<file path="src/rtl/wb_commit_rob_pkg.sv">
// Shared types and constants for the writeback reorder buffer.
// Optional build macro: ROB_PERF_CNT_EN (performance counters, see wb_commit_rob.sv).
package wb_commit_rob_pkg;

  localparam int WIDTH     = 32;
  localparam int RS        = 5;
  localparam int ROB_DEPTH = 8;

  typedef logic [$clog2(ROB_DEPTH)-1:0] rob_ptr_t;

  typedef struct packed {
    logic             valid;
    logic             done;
    logic             we;
    logic [RS-1:0]    rd;
    logic [WIDTH-1:0] pc;
    logic [WIDTH-1:0] data;
  } rob_entry_t;

  // One register-file write port as seen by the RF.
  typedef struct packed {
    logic             en;
    logic [RS-1:0]    rd;
    logic [WIDTH-1:0] wd;
    logic [WIDTH-1:0] pc;
  } rf_port_t;

  // Present a retiring entry on an RF port.
  function automatic rf_port_t rf_drive(input rob_entry_t e, input logic en);
    rf_port_t p;
    p.en = en;
    p.rd = e.rd;
    p.wd = e.data;
    p.pc = e.pc;
    return p;
  endfunction

endpackage

</file>
<file path="src/rtl/wb_commit_rob_if.sv">
// Bundle of dispatch, completion, flush and RF-write signals around the ROB.
// slave = the ROB itself, master = the surrounding pipeline / RF.
// Optional build macro: ROB_PERF_CNT_EN adds the performance counter outputs.
interface wb_commit_rob_if
  import wb_commit_rob_pkg::*;
#(
  parameter int DEPTH = ROB_DEPTH
);
  localparam int TAG_W = $clog2(DEPTH);

  logic [1:0]                  alloc_valid;
  logic [1:0][RS-1:0]          alloc_rd;
  logic [1:0]                  alloc_we;
  logic [1:0][WIDTH-1:0]       alloc_pc;
  logic                        alloc_ready;
  logic [1:0][TAG_W-1:0]       alloc_tag;

  logic                        cmpl_valid_Branch;
  logic [TAG_W-1:0]            cmpl_tag_Branch;
  logic [WIDTH-1:0]            cmpl_data_Branch;
  logic                        cmpl_valid_Memory;
  logic [TAG_W-1:0]            cmpl_tag_Memory;
  logic [WIDTH-1:0]            cmpl_data_Memory;

  logic                        flush_valid;
  logic [TAG_W-1:0]            flush_tag;

  logic [RS-1:0]               rd_Memory;
  logic [RS-1:0]               rd_Branch;
  logic [WIDTH-1:0]            wd_Memory;
  logic [WIDTH-1:0]            wd_Branch;
  logic [WIDTH-1:0]            PC_out_Memory;
  logic [WIDTH-1:0]            PC_out_Branch;
  logic                        write_en_Memory;
  logic                        write_en_Branch;
  logic                        empty;
`ifdef ROB_PERF_CNT_EN
  logic [31:0]                 perf_commit_cnt;
  logic [31:0]                 perf_stall_cnt;
`endif

  modport slave (
    input  alloc_valid, alloc_rd, alloc_we, alloc_pc,
    input  cmpl_valid_Branch, cmpl_tag_Branch, cmpl_data_Branch,
    input  cmpl_valid_Memory, cmpl_tag_Memory, cmpl_data_Memory,
    input  flush_valid, flush_tag,
    output alloc_ready, alloc_tag,
    output rd_Memory, rd_Branch, wd_Memory, wd_Branch,
    output PC_out_Memory, PC_out_Branch, write_en_Memory, write_en_Branch,
`ifdef ROB_PERF_CNT_EN
    output perf_commit_cnt, perf_stall_cnt,
`endif
    output empty
  );

  modport master (
    output alloc_valid, alloc_rd, alloc_we, alloc_pc,
    output cmpl_valid_Branch, cmpl_tag_Branch, cmpl_data_Branch,
    output cmpl_valid_Memory, cmpl_tag_Memory, cmpl_data_Memory,
    output flush_valid, flush_tag,
    input  alloc_ready, alloc_tag,
    input  rd_Memory, rd_Branch, wd_Memory, wd_Branch,
    input  PC_out_Memory, PC_out_Branch, write_en_Memory, write_en_Branch,
`ifdef ROB_PERF_CNT_EN
    input  perf_commit_cnt, perf_stall_cnt,
`endif
    input  empty
  );

endinterface

</file>
<file path="src/rtl/wb_commit_rob_commit_select.sv">
// Commit selection for the two oldest ROB entries: retire readiness,
// RF write qualification, same-rd suppression and port mapping
// (older slot -> Memory port, younger slot -> Branch port).
module wb_commit_select
  import wb_commit_rob_pkg::*;
(
  input  rob_entry_t i_ent0,
  input  rob_entry_t i_ent1,
  output logic       o_c0,
  output logic       o_c1,
  output rf_port_t   o_port_m,
  output rf_port_t   o_port_b
);

  logic w_we0;
  logic w_we1;
  logic w_same_rd;

  // Retire in order; when both slots write the same rd only the younger result reaches the RF.
  always_comb begin
    o_c0      = i_ent0.valid && i_ent0.done;
    o_c1      = o_c0 && i_ent1.valid && i_ent1.done;
    w_we0     = o_c0 && i_ent0.we && (i_ent0.rd != '0);
    w_we1     = o_c1 && i_ent1.we && (i_ent1.rd != '0);
    w_same_rd = w_we0 && w_we1 && (i_ent0.rd == i_ent1.rd);
    o_port_m  = '0;
    o_port_b  = '0;
    if (o_c0 && !w_same_rd) o_port_m = rf_drive(i_ent0, w_we0);
    if (o_c1)               o_port_b = rf_drive(i_ent1, w_we1);
  end

endmodule

</file>
<file path="src/rtl/wb_commit_rob.sv">
// Dual-issue writeback reorder buffer. Holds entry storage, head/tail/count
// pointers and the registered RF write ports; commit selection lives in
// wb_commit_select.
// Optional build macro: ROB_PERF_CNT_EN adds perf_commit_cnt / perf_stall_cnt.
module wb_commit_rob
  import wb_commit_rob_pkg::*;
#(
  parameter int DEPTH = ROB_DEPTH
)
(
  input  logic            clk,
  input  logic            rst,
  wb_commit_rob_if.slave  bus
);

  localparam int TAG_W = $clog2(DEPTH);
  localparam int CNT_W = TAG_W + 1;

  rob_entry_t       r_ent [DEPTH];
  logic [TAG_W-1:0] r_head;
  logic [TAG_W-1:0] r_tail;
  logic [CNT_W-1:0] r_count;
  rf_port_t         r_port_m;
  rf_port_t         r_port_b;

  logic [TAG_W-1:0] w_head1;
  logic [TAG_W-1:0] w_tail1;
  logic [TAG_W-1:0] w_flush_off;
  logic [TAG_W-1:0] w_tail_next;
  logic [CNT_W-1:0] w_count_next;
  logic [CNT_W-1:0] w_ncommit;
  logic [CNT_W-1:0] w_nalloc;
  logic             w_flush;
  logic             w_alloc_ready;
  logic             w_alloc0;
  logic             w_alloc1;
  logic [DEPTH-1:0] w_kill;
  rob_entry_t       w_ent0;
  rob_entry_t       w_ent1;
  logic             w_c0;
  logic             w_c1;
  rf_port_t         w_port_m;
  rf_port_t         w_port_b;

  assign w_head1       = r_head + TAG_W'(1);
  assign w_tail1       = r_tail + TAG_W'(1);
  assign w_flush_off   = bus.flush_tag - r_head;
  // A flush naming a tag that is not live is ignored entirely.
  assign w_flush       = bus.flush_valid && r_ent[bus.flush_tag].valid;
  assign w_alloc_ready = (r_count <= CNT_W'(DEPTH - 2));
  assign w_alloc0      = bus.alloc_valid[0] && w_alloc_ready && !w_flush;
  assign w_alloc1      = w_alloc0 && bus.alloc_valid[1];
  assign w_nalloc      = CNT_W'(w_alloc0) + CNT_W'(w_alloc1);
  assign w_ncommit     = CNT_W'(w_c0) + CNT_W'(w_c1);

  // Oldest two entries; when the flush keeps only the head, head+1 is being squashed and must not retire.
  always_comb begin
    w_ent0 = r_ent[r_head];
    w_ent1 = r_ent[w_head1];
    if (w_flush && (w_flush_off == '0)) w_ent1.valid = 1'b0;
  end

  wb_commit_select u_select (
    .i_ent0   (w_ent0),
    .i_ent1   (w_ent1),
    .o_c0     (w_c0),
    .o_c1     (w_c1),
    .o_port_m (w_port_m),
    .o_port_b (w_port_b)
  );

  // Entries whose age (distance from head) exceeds the flush tag's age are squashed.
  always_comb begin
    w_kill = '0;
    for (int i = 0; i < DEPTH; i++) begin
      w_kill[i] = w_flush && ((TAG_W'(i) - r_head) > w_flush_off);
    end
  end

  // Next tail and occupancy; after a flush the survivors are head..flush_tag minus this cycle's commits.
  always_comb begin
    w_tail_next  = r_tail + w_nalloc[TAG_W-1:0];
    w_count_next = r_count + w_nalloc - w_ncommit;
    if (w_flush) begin
      w_tail_next  = bus.flush_tag + TAG_W'(1);
      w_count_next = CNT_W'(w_flush_off) + CNT_W'(1) - w_ncommit;
    end
  end

  // Entry storage: completion, then retire, squash and allocation (later writes take precedence).
  always_ff @(posedge clk or negedge rst) begin
    if (!rst) begin
      for (int i = 0; i < DEPTH; i++) r_ent[i] <= '0;
    end else begin
      if (bus.cmpl_valid_Branch && r_ent[bus.cmpl_tag_Branch].valid) begin
        r_ent[bus.cmpl_tag_Branch].done <= 1'b1;
        r_ent[bus.cmpl_tag_Branch].data <= bus.cmpl_data_Branch;
      end
      if (bus.cmpl_valid_Memory && r_ent[bus.cmpl_tag_Memory].valid) begin
        r_ent[bus.cmpl_tag_Memory].done <= 1'b1;
        r_ent[bus.cmpl_tag_Memory].data <= bus.cmpl_data_Memory;
      end
      if (w_c0) begin
        r_ent[r_head].valid <= 1'b0;
        r_ent[r_head].done  <= 1'b0;
      end
      if (w_c1) begin
        r_ent[w_head1].valid <= 1'b0;
        r_ent[w_head1].done  <= 1'b0;
      end
      for (int i = 0; i < DEPTH; i++) begin
        if (w_kill[i]) begin
          r_ent[i].valid <= 1'b0;
          r_ent[i].done  <= 1'b0;
        end
      end
      if (w_alloc0) begin
        r_ent[r_tail] <= '{valid: 1'b1, done: 1'b0, we: bus.alloc_we[0],
                           rd: bus.alloc_rd[0], pc: bus.alloc_pc[0], data: '0};
      end
      if (w_alloc1) begin
        r_ent[w_tail1] <= '{valid: 1'b1, done: 1'b0, we: bus.alloc_we[1],
                            rd: bus.alloc_rd[1], pc: bus.alloc_pc[1], data: '0};
      end
    end
  end

  // Ring pointers and occupancy.
  always_ff @(posedge clk or negedge rst) begin
    if (!rst) begin
      r_head  <= '0;
      r_tail  <= '0;
      r_count <= '0;
    end else begin
      r_head  <= r_head + w_ncommit[TAG_W-1:0];
      r_tail  <= w_tail_next;
      r_count <= w_count_next;
    end
  end

  // Registered RF write ports.
  always_ff @(posedge clk or negedge rst) begin
    if (!rst) begin
      r_port_m <= '0;
      r_port_b <= '0;
    end else begin
      r_port_m <= w_port_m;
      r_port_b <= w_port_b;
    end
  end

  assign bus.alloc_ready     = w_alloc_ready;
  assign bus.alloc_tag[0]    = r_tail;
  assign bus.alloc_tag[1]    = w_tail1;
  assign bus.empty           = (r_count == '0);
  assign bus.write_en_Memory = r_port_m.en;
  assign bus.rd_Memory       = r_port_m.rd;
  assign bus.wd_Memory       = r_port_m.wd;
  assign bus.PC_out_Memory   = r_port_m.pc;
  assign bus.write_en_Branch = r_port_b.en;
  assign bus.rd_Branch       = r_port_b.rd;
  assign bus.wd_Branch       = r_port_b.wd;
  assign bus.PC_out_Branch   = r_port_b.pc;

`ifdef ROB_PERF_CNT_EN
  logic [31:0] r_perf_commit;
  logic [31:0] r_perf_stall;

  // Retired-entry total and cycles where dispatch was held off by a full buffer.
  always_ff @(posedge clk or negedge rst) begin
    if (!rst) begin
      r_perf_commit <= '0;
      r_perf_stall  <= '0;
    end else begin
      r_perf_commit <= r_perf_commit + 32'(w_ncommit);
      r_perf_stall  <= r_perf_stall + 32'(bus.alloc_valid[0] && !w_alloc_ready);
    end
  end

  assign bus.perf_commit_cnt = r_perf_commit;
  assign bus.perf_stall_cnt  = r_perf_stall;
`endif

endmodule

</file>
<file path="src/flat_wrapper.sv">
// flat-port wrapper written by rule: the top's interface ports become plain ports
module wb_commit_rob_flat import wb_commit_rob_pkg::*;
#(
  parameter int DEPTH = ROB_DEPTH
)
  (clk, rst, bus_alloc_valid, bus_alloc_rd, bus_alloc_we, bus_alloc_pc, bus_cmpl_valid_Branch, bus_cmpl_tag_Branch, bus_cmpl_data_Branch, bus_cmpl_valid_Memory, bus_cmpl_tag_Memory, bus_cmpl_data_Memory, bus_flush_valid, bus_flush_tag, bus_alloc_ready, bus_alloc_tag, bus_rd_Memory, bus_rd_Branch, bus_wd_Memory, bus_wd_Branch, bus_PC_out_Memory, bus_PC_out_Branch, bus_write_en_Memory, bus_write_en_Branch, bus_empty);
  wb_commit_rob_if #(.DEPTH(DEPTH)) bus_i ();
  input  logic clk;
  input  logic rst;
  input wire logic [$bits(bus_i.alloc_valid)-1:0] bus_alloc_valid;
  input wire logic [$bits(bus_i.alloc_rd)-1:0] bus_alloc_rd;
  input wire logic [$bits(bus_i.alloc_we)-1:0] bus_alloc_we;
  input wire logic [$bits(bus_i.alloc_pc)-1:0] bus_alloc_pc;
  input wire logic [$bits(bus_i.cmpl_valid_Branch)-1:0] bus_cmpl_valid_Branch;
  input wire logic [$bits(bus_i.cmpl_tag_Branch)-1:0] bus_cmpl_tag_Branch;
  input wire logic [$bits(bus_i.cmpl_data_Branch)-1:0] bus_cmpl_data_Branch;
  input wire logic [$bits(bus_i.cmpl_valid_Memory)-1:0] bus_cmpl_valid_Memory;
  input wire logic [$bits(bus_i.cmpl_tag_Memory)-1:0] bus_cmpl_tag_Memory;
  input wire logic [$bits(bus_i.cmpl_data_Memory)-1:0] bus_cmpl_data_Memory;
  input wire logic [$bits(bus_i.flush_valid)-1:0] bus_flush_valid;
  input wire logic [$bits(bus_i.flush_tag)-1:0] bus_flush_tag;
  output wire logic [$bits(bus_i.alloc_ready)-1:0] bus_alloc_ready;
  output wire logic [$bits(bus_i.alloc_tag)-1:0] bus_alloc_tag;
  output wire logic [$bits(bus_i.rd_Memory)-1:0] bus_rd_Memory;
  output wire logic [$bits(bus_i.rd_Branch)-1:0] bus_rd_Branch;
  output wire logic [$bits(bus_i.wd_Memory)-1:0] bus_wd_Memory;
  output wire logic [$bits(bus_i.wd_Branch)-1:0] bus_wd_Branch;
  output wire logic [$bits(bus_i.PC_out_Memory)-1:0] bus_PC_out_Memory;
  output wire logic [$bits(bus_i.PC_out_Branch)-1:0] bus_PC_out_Branch;
  output wire logic [$bits(bus_i.write_en_Memory)-1:0] bus_write_en_Memory;
  output wire logic [$bits(bus_i.write_en_Branch)-1:0] bus_write_en_Branch;
  output wire logic [$bits(bus_i.empty)-1:0] bus_empty;
  assign bus_i.alloc_valid = bus_alloc_valid;
  assign bus_i.alloc_rd = bus_alloc_rd;
  assign bus_i.alloc_we = bus_alloc_we;
  assign bus_i.alloc_pc = bus_alloc_pc;
  assign bus_i.cmpl_valid_Branch = bus_cmpl_valid_Branch;
  assign bus_i.cmpl_tag_Branch = bus_cmpl_tag_Branch;
  assign bus_i.cmpl_data_Branch = bus_cmpl_data_Branch;
  assign bus_i.cmpl_valid_Memory = bus_cmpl_valid_Memory;
  assign bus_i.cmpl_tag_Memory = bus_cmpl_tag_Memory;
  assign bus_i.cmpl_data_Memory = bus_cmpl_data_Memory;
  assign bus_i.flush_valid = bus_flush_valid;
  assign bus_i.flush_tag = bus_flush_tag;
  assign bus_alloc_ready = bus_i.alloc_ready;
  assign bus_alloc_tag = bus_i.alloc_tag;
  assign bus_rd_Memory = bus_i.rd_Memory;
  assign bus_rd_Branch = bus_i.rd_Branch;
  assign bus_wd_Memory = bus_i.wd_Memory;
  assign bus_wd_Branch = bus_i.wd_Branch;
  assign bus_PC_out_Memory = bus_i.PC_out_Memory;
  assign bus_PC_out_Branch = bus_i.PC_out_Branch;
  assign bus_write_en_Memory = bus_i.write_en_Memory;
  assign bus_write_en_Branch = bus_i.write_en_Branch;
  assign bus_empty = bus_i.empty;
  wb_commit_rob #(.DEPTH(DEPTH)) u_core (.clk(clk), .rst(rst), .bus(bus_i));
endmodule
</file>
<file path="config.mk">
export PLATFORM = sky130hd
export DESIGN_NAME = wb_commit_rob_flat
export DESIGN_NICKNAME = d
export VERILOG_FILES = /design/src/rtl/wb_commit_rob_pkg.sv /design/src/rtl/wb_commit_rob_if.sv /design/src/rtl/wb_commit_rob_commit_select.sv /design/src/rtl/wb_commit_rob.sv /design/src/flat_wrapper.sv
export SDC_FILE = /design/constraint.sdc
export NUM_CORES = 2
export LEC_CHECK = 0
export BUFFER_PORTS_ARGS = -buffer_cell sky130_fd_sc_hd__buf_2
export CORE_MARGIN = 1
export CORE_UTILIZATION = 24
export DETAILED_ROUTE_END_ITERATION = 12
export SLEW_MARGIN = 10
export SYNTH_ARGS = -nofsm -noshare
export SYNTH_HDL_FRONTEND = slang
export SYNTH_HIERARCHICAL = 1
export SYNTH_SLANG_ARGS = --single-unit
</file>
<file path="constraint.sdc">
create_clock -name clk -period 5.6 [get_ports clk]
set_clock_uncertainty 0.15 [all_clocks]
set_input_delay 0.56 -clock clk [delete_from_list [all_inputs] [get_ports clk]]
set_output_delay 0.56 -clock clk [all_outputs]
set_load 0.02 [all_outputs]
</file>
* Word level (Yosys, flattened, before mapping)
Cells that the tools add are included.
W data, S select, Z words.
** Cells by class
- Add/subtract/negate cells :: 20
- Magnitude comparators :: 22
- Equal/unequal tests :: 1
- Mux-type cells :: 64
- Bitwise operators :: 7
- Reductions and logical operators :: 37
** Operators with widths (count)
- $bwmux W576 :: 10
- $mux W576 :: 6
- $demux W72 S3 :: 10
- $bmux W72 S3 :: 5
- $mux W72 :: 14
- $mux W71 :: 4
- $mux W70 :: 2
- $mux W32 :: 2
- $logic_and A1 B1 Y1 :: 31
- $ge A4 B4 Y1 const B :: 7
- $not A3 Y4 :: 7
- $gt A3 B3 Y1 :: 8
- $lt A4 B1 Y1 const B :: 6
- $mux W2 :: 8
- $sub A3 B3 Y3 const A :: 4
- $reduce_bool A5 Y1 :: 2
- $add A3 B1 Y3 const B :: 3
- $sub A4 B4 Y4 :: 2
- $add A3 B3 Y3 :: 2
- $sub A1 B3 Y3 const A :: 2
- $sub A2 B3 Y3 const A :: 2
- $eq A5 B5 Y1 :: 1
- $add A1 B1 Y2 :: 2
- $add A3 B1 Y4 const B :: 1
- other kinds (9) :: 10
** Storage, ports and cells
- Flip-flop bits (word level) :: 726
- Output and inout port bits :: 148
- Word-level logic and storage cells :: 210

* Logic depth before layout (Yosys ltp)
- Depth in word-level cells :: 22
- Depth in mapped cells :: 24
- Mapped depth without buffers :: 17

* Hierarchy
The synthesis kept the hierarchy.
** Modules (own cells, without submodules)
- wb_commit_rob :: instances 1, cells each 3866, area an instance 40963.0 µm²
- wb_commit_select :: instances 1, cells each 248, area an instance 1188.6 µm²

* Worst setup path before layout
No wires, ideal clock.
- Path kind :: flip-flop to flip-flop
- Start point :: register u_core.r_head[0]
- End point :: register u_core.r_count[3]
- Arrival time :: 5.630 ns
- Slack :: -0.257 ns
- Stages on the path, launching flop included :: 25
- Path through :: dfrtp_1 > clkbuf_1 > clkbuf_1 > inv_2 > buf_1 > clkbuf_1 > ha_1 > clkbuf_1 > buf_1 > clkbuf_1 > mux4_2 > nand2_1 > nand2_1 > and4_1 > buf_2 > clkbuf_1 > ha_1 > fa_1 > inv_1 > ha_1 > a21o_1 > a21oi_1 > xor2_1 > nor2_1 > a21oi_1
** RTL lines
- from (decl) :: line wb_commit_rob.sv:20 : logic [TAG_W-1:0] r_head;
- from (signal assigned) :: line wb_commit_rob.sv:135 : r_head <= r_head + w_ncommit[TAG_W-1:0];
- to (signal assigned) :: line wb_commit_rob.sv:137 : r_count <= w_count_next;
- to (decl) :: line wb_commit_rob.sv:22 : logic [CNT_W-1:0] r_count;

==> results.md <==
- The run finished with clean final reports.
- In this run the power density over the cells is a little over 600 nW/um^2.
- After clock tree synthesis, the clock-pin slew on the worst setup and hold paths is approximately 0.060 ns.
- The final cell count without fillers is roughly 6600.
- The clock sink count is 726.
- The number of endpoints with negative hold slack in the final report is 0.
- The global-route usage over all layers is between 10% and 20%.
- Compared with the post-synthesis result, the final layout area differs by 16.5%.
- The startpoint type of the worst setup path is a flop.
- Counting every net in the synthesized netlist gives ~4300.
- Setup repair after global routing left no endpoint under its margin.
- The average via count per standard cell is approximately 5.7.
- The global-route met3 utilization is 4.82%.
- The layout cell share with drive strength beyond 1 is roughly a fifth.
- The synthesized netlist occupies a cell area of between 40000 and 50000 sq um.
- The DRC violation count after routing is 0.
- The number of search-and-repair iterations in the first detailed-routing pass is 6.
- The switching power as a share of total power is a little over two fifths.
- In this run the most used layer during global routing was met2.
- The die is between 400 and 500 um wide.
- The sum of negative setup slack is 0 ns.
- The combinational share of power is 50.3%.
- The number of top-level design ports is slightly above 300.
- The global-route track usage on met2 is about a third.
- The cell leakage power is about 22 nW.
- The final-report max-slew violation count is 0.
- The max-cap violation count is 0.
- Yosys mapped a number of flops with a built-in enable equal to 0.
- In this run, the number of DRC markers left after iteration 0 of detailed routing was ~5300.
- The number of rows in the core area is approximately 150.
- The first global-routing pass estimated between 200000 and 300000 um of wire.
- Once detailed placement completed, the half-perimeter wirelength came to approximately 110000 um.
- The worst path uses between 70% and 80% of the clock period.
- The Yosys step of the flow raised 6 warnings.
- The critical path is of the flop to flop type.
- Buffers placed on the I/O ports in this run total between 300 and 400.
- The final layout contains routed wiring with a total length of 181000 um.
- Entering global routing, the biggest net connects 160 pins.
- The path class of the tightest hold or removal check is primary input to flop.
- Global routing used 23.8% of the available met1 tracks.
- The routability congestion estimate from global placement is ~0.83.
- The fmax is around 0.23 GHz.
- The top flip-flop cell by instance count after synthesis is dfrtp_1.
- The max-slew headroom at the worst pin is ~22%.
- Clock tree synthesis selected as its root buffer the cell clkbuf_16.
- The initial core utilization is between 20% and 30%.
- The remaining global-route overflow is 0.
- Of all nets on the critical path, the largest fanout is 29.
- The number of antenna violations at the first check in global routing came to 66.
- After synthesis, the share of flip-flops with an asynchronous set or reset is 100%.
- In this run the vertical extent of the chip is ~420 um.
- After the last flow step, the layout net total stands at between 4000 and 5000.
- STA puts the critical path data arrival time at a little under 5 ns.
- The die covers 177000 sq um.
- Cell internal power was estimated by the tool at about 17 mW.
- The final critical-path required period is approximately 4.4 ns.
- The power share of the sequential group is between 30% and 40%.
- The number of buffers between clock root and the deepest sink is 3.
- The average wire per cell in the routed design is between 20 and 30 um.
- Fill cells in the final layout number 18204.
- The number of endpoints failing setup at the final stage is 0.
- The H-tree was split into 3 levels.
- In this run the standard cell core region covers roughly 170000 sq um.
- Counting tap cells, the placed design contains a total of 6420 instances.
- In this run, distinct cell masters in the synthesized netlist total 60.
- The total vias in the final route is around 38000.
- The post-synthesis area per instance is around 10 sq um.
- The part of the Yosys area used for sequential elements is between 40% and 50%.
- The CTS buffer count is 82.
- The worst setup path is captured at a flop.
- The post-synthesis sequential element count is 726.
- The via count of the first global-routing pass is between 30000 and 40000.
- At the pin with the least slew margin, the transition time is 1.16 ns.
- The clock reaches the later pin of the worst-skew pair after slightly above 0.7 ns.
- The data required time of the worst path is 6.07 ns.
- Per report_power, the clock group accounts for about a fifth of the total.
- The count of nets left with antenna violations once routing finished came out at 0.
- In this run the power spent charging and discharging nets is ~12 mW.
- VDD sags by at most approximately 0.00054 V.
- The number of instances in the synthesized netlist is about 4000.
- The TritonCTS clock tree is yes.
[worst max-delay path, cell delays in order, from the launching register on]
cell	delay [ns]
dfrtp_4	0.49
inv_1	0.29
ha_4	0.19
buf_4	0.50
mux4_2	0.41
mux2i_1	0.14
a41oi_1	0.08
and4_4	0.24
ha_1	0.23
fa_1	0.55
inv_1	0.06
ha_1	0.27
a21o_1	0.16
a21oi_1	0.16
xor2_1	0.15
nor2_1	0.06
a21oi_1	0.14
[state kept, by name (all words and copies together), names as in the netlist]
name	flops
u_core/bus.write_en_Memory	1
u_core/r_ent	576
u_core/bus.wd_Branch	32
u_core/bus.rd_Branch	5
u_core/r_tail	3
u_core/bus.PC_out_Memory	32
u_core/bus.PC_out_Branch	32
u_core/bus.write_en_Branch	1
u_core/r_head	3
u_core/bus.wd_Memory	32
u_core/r_count	4
u_core/bus.rd_Memory	5
[layer usage]
| layer | wire length (um) | share of wire [%] |
|---|---|---|
| met2 | 87500 | 48 |
| met5 | 268 | 0.15 |
| met4 | 9170 | 5.1 |
| met1 | 65800 | 36 |
| met3 | 18000 | 9.9 |
[through the flow]
stage | setup WS (ns) | utilization, % | power (mW) | cell area (sq um) | hold slack [ns]
floorplan | 0.0266 | - | 19.2 | 42200 | 0.114
finish | 1.24 | 28.2 | 29.9 | 49100 | 0.0321
detailed placement | 1.02 | 26.4 | 24.0 | 46100 | 0.383
CTS | 1.26 | 28.2 | 29.8 | 49100 | 0.0000768
global placement | 1.04 | 26.4 | 23.7 | 46100 | 0.370
global route | 1.05 | 28.2 | 31.4 | 49100 | 0.0157
[what timing repair did]
item,CTS,global route
hold endpoints to repair,122,0
gates resized for setup,0,0
buffers inserted,0,0
hold buffers,24,0
[cells in the mapped netlist (7+ instances only)]
library cell,count,area [sq um]
dfrtp_1,726,18200
nand2_1,690,2590
nor2_1,378,1420
a21oi_1,346,1730
mux4_2,291,6550
clkbuf_1,256,961
a32oi_1,116,1020
and2_1,110,688
a221oi_1,109,955
o21ai_0,109,546
a22oi_1,99,743
o211a_1,98,981
a221o_1,97,971
buf_2,91,455
inv_1,77,289
mux2i_1,68,681
a311oi_1,64,561
buf_1,59,221
nor2b_1,49,307
a31oi_1,39,244
and3_1,36,225
ha_1,34,425
nand3_1,26,130
a2bb2oi_1,17,149
xnor2_1,13,114
o211ai_1,10,75.1
nand2b_1,9,56.3
buf_4,7,52.6
[cells by family after synthesis]
family,Yosys count,synth area share [%]
AO/OA/AOI/OAI,1150,19.9
XOR/XNOR,17,0.353
adder cells (fa/ha/maj),40,1.29
buffers and inverters,494,4.77
flip-flops,726,43.1
multiplexers,364,17.3
AND/OR/NAND/NOR,1323,13.3
[path summary, 6_finish.rpt]
check / from / end / slack (ns) / cells after the start
setup / recovery: u_core/r_head[1] / u_core/r_count[3] / 1.24 / 16
hold / removal: bus_cmpl_data_Branch[29] / u_core/r_ent[245] / 0.03 / 3
setup reg to reg: u_core/r_head[1] / u_core/r_count[3] / 1.24 / 16
hold reg to reg: u_core/r_ent[64] / u_core/r_ent[64] / 0.39 / 2
max in group asynchronous: rst / u_core/r_ent[562] / 3.53 / 3
min in group asynchronous: rst / u_core/r_ent[16] / 0.29 / 2
[layout make-up]
class / count / area, sq um / area share [%]
inverters: 79 / 299 / 0.609
clock inverters: 18 / 290 / 0.591
well taps: 2325 / 2910 / 5.92
flip-flops and latches: 726 / 18200 / 37.0
multi-input cells: 2894 / 22300 / 45.3
diodes: 20 / 50.0 / 0.102
repair buffers: 420 / 2630 / 5.35
clock buffers: 134 / 2490 / 5.07
[power groups by stage]
stage | registers [mW] | clock network [mW] | logic [mW]
detailed placement | 9.10 | 0 | 14.9
global route | 9.31 | 6.03 | 16.1
floorplan | 8.50 | 0 | 10.7
global placement | 8.99 | 0 | 14.7
CTS | 9.02 | 5.81 | 14.9
finish | 9.11 | 5.73 | 15.1
[cell usage in the layout, fill, tap and decap left out, types with 46 or more instances in the layout]
cell type | Yosys | final
buf_2 | 91 | 302
clkbuf_16 | 0 | 85
o211a_1 | 98 | 97
a221oi_1 | 109 | 109
a22oi_1 | 99 | 99
nand2_1 | 690 | 688
a21oi_1 | 346 | 341
mux2i_1 | 68 | 68
a311oi_1 | 64 | 64
dfrtp_1 | 726 | 722
o21ai_0 | 109 | 109
nor2b_1 | 49 | 46
a32oi_1 | 116 | 116
nor2_1 | 378 | 377
and2_1 | 110 | 108
inv_1 | 77 | 76
mux4_2 | 291 | 291
a221o_1 | 97 | 97
buf_4 | 7 | 80
(Power assumes the default switching activity.)
